`config.mk`:
```
export PLATFORM = sky130hd
export DESIGN_NAME = logic_unit_sweeper
export DESIGN_NICKNAME = d
export VERILOG_FILES = /design/src/rtl/logic_unit_sweeper.sv
export SDC_FILE = /design/constraint.sdc
export NUM_CORES = 1
export LEC_CHECK = 0
export ABC_AREA = 1
export CORE_MARGIN = 3
export CORE_UTILIZATION = 52
export CTS_CLUSTER_SIZE = 14
export DETAILED_ROUTE_END_ITERATION = 10
export MAX_ROUTING_LAYER = met4
export PLACE_DENSITY = 0.8
export SYNTH_ARGS = -nofsm -noshare
export SYNTH_HDL_FRONTEND = slang
export SYNTH_SLANG_ARGS = --single-unit
```
`constraint.sdc`:
```
create_clock -name clk -period 2.09 [get_ports clk]
set_clock_uncertainty 0.2 [all_clocks]
set_input_delay 0.3135 -clock clk [delete_from_list [all_inputs] [get_ports clk]]
set_output_delay 0.3135 -clock clk [all_outputs]
set_load 0.03 [all_outputs]
```
`src/rtl/logic_unit_sweeper.sv`:
```
`default_nettype none
// ============================================================================
// Module      : logic_unit_sweeper
// Description : Drives every (select, a, b) combination into the shared logic
//               unit, samples its output after a settle time and assembles a
//               32-bit truth table.
// Revision    : 1.0 - initial release
// ============================================================================
module logic_unit_sweeper #(
    parameter int SETTLE = 1
) (
    input  logic        clk,
    input  logic        reset,
    input  logic        start,
    input  logic        abort,
    input  logic        lu_s,
    output logic        lu_a,
    output logic        lu_b,
    output logic [2:0]  lu_select,
    output logic        busy,
    output logic        done,
    output logic [4:0]  step,
    output logic [31:0] table_out
);

    localparam logic [1:0] c_st_idle  = 2'd0;
    localparam logic [1:0] c_st_drive = 2'd1;
    localparam logic [1:0] c_st_done  = 2'd2;

    localparam logic [3:0] c_settle    = 4'(SETTLE);
    localparam logic [4:0] c_last_step = 5'd31;

    logic [1:0]  r_state;
    logic [4:0]  r_step;
    logic [3:0]  r_cnt;
    logic [31:0] r_table;
    logic        r_busy;
    logic        r_done;

    logic [1:0]  w_next_state;
    logic [4:0]  w_next_step;
    logic [3:0]  w_next_cnt;
    logic [31:0] w_next_table;

    always_comb begin
        w_next_state = r_state;
        w_next_step  = r_step;
        w_next_cnt   = r_cnt;
        w_next_table = r_table;
        case (r_state)
            c_st_idle: begin
                if (start && !abort) begin
                    w_next_state = c_st_drive;
                    w_next_step  = 5'd0;
                    w_next_cnt   = 4'd0;
                    w_next_table = 32'd0;
                end
            end
            c_st_drive: begin
                // Abort wins over a sample due on the same edge.
                if (abort) begin
                    w_next_state = c_st_idle;
                end else if (r_cnt == c_settle) begin
                    w_next_table[r_step] = lu_s;
                    w_next_cnt           = 4'd0;
                    if (r_step == c_last_step) begin
                        w_next_state = c_st_done;
                    end else begin
                        w_next_step = r_step + 5'd1;
                    end
                end else begin
                    w_next_cnt = r_cnt + 4'd1;
                end
            end
            c_st_done: begin
                w_next_state = c_st_idle;
            end
            default: begin
                w_next_state = c_st_idle;
            end
        endcase
    end

    // busy/done are registered from the next state so they line up with it.
    always_ff @(posedge clk) begin
        if (reset) begin
            r_state <= c_st_idle;
            r_step  <= 5'd0;
            r_cnt   <= 4'd0;
            r_table <= 32'd0;
            r_busy  <= 1'b0;
            r_done  <= 1'b0;
        end else begin
            r_state <= w_next_state;
            r_step  <= w_next_step;
            r_cnt   <= w_next_cnt;
            r_table <= w_next_table;
            r_busy  <= (w_next_state == c_st_drive);
            r_done  <= (w_next_state == c_st_done);
        end
    end

    assign lu_select = r_step[4:2];
    assign lu_a      = r_step[1];
    assign lu_b      = r_step[0];
    assign busy      = r_busy;
    assign done      = r_done;
    assign step      = r_step;
    assign table_out = r_table;

endmodule
`default_nettype wire

```
Yosys cells after proc, flatten, opt, wreduce, memory -nomap -nowiden. Cells that the tools add are included.

Register bits after elaboration: 45. Latch bits: 0. RAM bits: 0. ROM bits: 0. Output and inout port bits: 44. Memories kept: 0.

$add $sub $neg: 2. Multipliers: 0. Div/mod/pow operators: 0. Magnitude comparators: 2. Equality and inequality tests: 9. Shifts and indexed selects: 0. Muxes and demuxes: 21. Bitwise operators: 0. Reductions and logical operators: 8.

Operators with widths (number): two-way mux 32 bit (3); one-hot mux 32 bit (2 select lines) (1); bitwise mux 32 bit (1); two-way mux 5 bit (4); two-way mux 4 bit (3); one-hot mux 5 bit (2 select lines) (1); two-way mux 2 bit (4); inequality test 2 bit (second input constant) (4); one-hot mux 4 bit (2 select lines) (1); < comparator 5 x 6 -> 1 bit (second input constant) (1); adder 5 x 1 -> 5 bit (second input constant) (1); demux 1 bit (select 5 bit) (1); equality test 5 bit (second input constant) (1); greater-or-equal comparator 5 x 1 -> 1 bit (second input constant) (1); AND reduction 5 bit (1); adder 4 x 1 -> 4 bit (second input constant) (1); equality test 2 x 1 -> 1 bit (second input constant) (2); equality test 4 x 1 -> 1 bit (second input constant) (1); one-hot mux 2 bit (2 select lines) (1); AND reduction 4 bit (1); AND reduction 3 bit (1); equality test 2 bit (second input constant) (1); logical AND 1 bit (2); zero test 2 bit (1); 3 further kinds (3).

Logic depth before layout (Yosys ltp).
Depth after elaboration: 8. Mapped depth: 9. Gate-level depth less buffers: 9.

Least setup slack after synthesis. No wires, ideal clock.

Path kind: register to register. Start: register r_step[0], in the netlist step[0]. End: register r_step[4], in the netlist step[4]. Setup time: 128 ps. Arrival: 1638 ps. Required time: 1762 ps. Slack: 125 ps. Cell stages (with the launch flop): 10. Cells stage by stage: dfxtp_1 > ha_1 > nand2_1 > nor2_1 > ha_1 > nand2_1 > nand2_1 > nand2_1 > nand2_1 > nor2_1.

Cells in the longest elaborated chain, start to end: 5.

Ends and longest elaborated chain: start: declaration (line 34) `logic [4:0] r_step;`; start signal: assignment (line 95) `r_step <= w_next_step;`; adder 5 x 1 -> 5 bit (line 69) `w_next_step = r_step + 5'd1;`; two-way mux 5 bit (line 66) `if (r_step == c_last_step) begin`; two-way mux 5 bit (line 63) `end else if (r_cnt == c_settle) begin`; two-way mux 5 bit (line 61) `if (abort) begin`; one-hot mux 5 bit (2 select lines) (line 50) `case (r_state)`.

Parallel ways exist; a longest one is shown, timed or not. The select of a mux whose other input is x is not followed. A chain may end at the register's enable or synchronous reset.

Worst setup path after layout.
Start: register r_step[2], in the netlist step[2]. End: output step[2].

RTL lines: end: declaration (line 22) `output logic [4:0] step,`.

No word-level cell between the ends.

==> metrics.txt <==
status=finished, final reports clean; H-tree depth=2; Overflow after GRT=0; worst path bufs/invs=1; crit share post-route=96.61%; total CTS buffers=5; setup tns final=0 ns; most common cell after layout, fill and taps aside=nand2_1; M2 GR Usage=37.10%; Post-Syn Nets=between 300 and 400; CP startpoint kind=flip-flop; Hold Crit Class=reg -> reg; CP Class=reg -> out; clock share of power=30.3%; # rows=24; Placed Area=between 0.003 and 0.004 mm2; dpl hpwl=3956 um; first-pass GRT wire length=9784 um; vias in the first global route=2,237; reg-to-reg slack, setup=0.19 ns; initial antenna violation count=0; sequential area share after synthesis=35.71%; Switch Pwr=0.4926 mW; switching share of power=29.45%; final antenna-violating net count=0; DR WL/cell=between 10 and 15 um; Max-slew headroom=70.24%; n_diodes=0; most frequent cells in the layout=nand2_1, nand3_1, dfxtp_1, clkdlybuf4s50_1, inv_1; worst path required time=around 1.6 ns; Core Area=0.004504 mm2; Ys Warns=0; RD Place Congestion=0.8419; Seq. cell area=902.1 um2; Final setup viols=0; Initial Util=56.00%; Die Height=75.65 um; M1 GR Usage=about 28%; CTS max path bufs=2; crit path max-delay cell type=clkdlybuf4s50_1; Place WS=0.07877 ns; peak per-stage delay on the critical path=about 0.73 ns; Slew Viols, Final=0; RSZ-0062 raised after global routing=no; CTS Root Cell=clkbuf_8; Area Growth Syn to Fin=22.62%; Die Wd=75.65 um; Fillers=408; initial DRC count=200; Tmin final=2.019 ns; Largest delay share family, worst path=buffers and inverters; clk sinks=45; I/O Pins=49; Worst-Margin Slew=approximately 0.44 ns; drt first pass iters=4; Overall Global Routing Usage=22.65%; Fmax=between 0.4 and 0.5 GHz; fin worst setup slack=just over 0.07 ns; CP Capture Type=output pin; Max FO, Critical Path=10; vias per cell=5.187; synthesized area per cell=6.603 um2; share of layout cells above drive strength 1=8.115%; met3 Usage GRT=4.090%; Multi-input gate area=0.001306 mm2; die area=0.005722 mm2; CTS tree=yes; pin count of the biggest net entering global routing=50; Logic pwr share=between 10% and 20%; cell area after layout=0.003093 mm2; fin util=68.67%; PortBufs=48; final WL=5722 um; Cell Chain, Critical Path=clkdlybuf4s50_1; Final Hold Slack=0.2618 ns; leak pwr=1.301 nW; Fin. Hold Viols=0; DRC errors left=0; DR vias=2,443; CTS clock-pin slew for the worst setup and hold paths=0.08 ns; max_cap viols=0; busiest layer in global routing=met2; Reg power frac=52.9%; Internal=1.180 mW; Post-Synthesis Cell Area=0.002522 mm2; Synth Register Bits=45; library cells used by synthesis=24; clock latency on the worst-skew pair=roughly 0.30 ns; Peak VDD IR=293.8 uV; final net count=432; cells after synthesis=382; data arrival time of the worst path=1.51 ns; PD cells=540.8 mW/mm2
[cell families after synthesis]
logic type	Yosys count	share of synthesized area [%]
and+or+nand+nor	212	37.90
AOI/OAI and AO/OA	45	9.375
adders and majority gates	7	3.472
buffers and inverters	70	12.50
DFF	45	35.71
xor gates and xnor gates	3	1.042
[final cells by class]
type / instances / area share (%)
clock inverters: 1 / 0.1618
repair buffers: 57 / 18.77
flip-flops and latches: 45 / 29.17
multi-input cells: 267 / 42.23
well taps: 52 / 2.104
clock buffers: 5 / 2.225
inverters: 44 / 5.340
[routing by layer]
layer	share of wire, %	routed length [um]	up-vias
met5	0	0	-
li1	-	-	1278
met3	4.8	277	11
met1	46	2650	1091
met4	1.9	111	0
met2	47	2683	63
[per-stage QoR]
| step | cells | total power [mW] |
|---|---|---|
| 6_report | 471 | 1.673 |
| 3_5_place_dp | 465 | 1.187 |
| 2_1_floorplan | 382 | 1.114 |
| 4_1_cts | 471 | 1.677 |
| 3_3_place_gp | 465 | 1.182 |
| 5_1_grt | 471 | 1.752 |
[worst paths after layout]
path | startpoint | end | cells after the start
max | step[2] | step[2] | 1
min reg2reg | table_out[10] | table_out[10] | 2
min | table_out[10] | table_out[10] | 2
max reg2reg | step[1] | step[4] | 9
[timing repair]
item | CTS | global route
setup endpoints to repair | 6 | 0
gates resized for setup | 5 | 0
setup buffers | 0 | 0
hold buffers | 0 | 0
[power by group through the flow]
stage               Sequential (mW)  Clock (mW)  Combinational, mW
floorplan                     0.913           0              0.201
global placement              0.904           0              0.277
detailed placement            0.905           0              0.282
CTS                           0.884       0.513              0.280
global route                  0.887       0.552              0.314
finish                        0.885       0.508              0.281
[sequential cells by signal (all words and copies together) (netlist names)]
signal and flops:
busy 1, r_cnt 4, r_state 2, done 1
table_out 32, step 5
[synthesized netlist by cell type, drive strengths merged]
master / count / share of area [%]
a21oi: 36 / 7.6
buf: 21 / 5.2
clkbuf: 5 / 0.74
clkinv: 1 / 0.15
dfxtp: 45 / 36
ha: 7 / 3.5
inv: 43 / 6.4
nand2: 115 / 17
nand3: 64 / 15
nand4: 1 / 0.25
nor2: 28 / 4.8
nor4: 2 / 0.50
o21ai: 9 / 1.8
or2: 2 / 0.50
xnor2: 1 / 0.35
xor2: 2 / 0.69
Note: power is estimated with default switching activity, not from simulation.
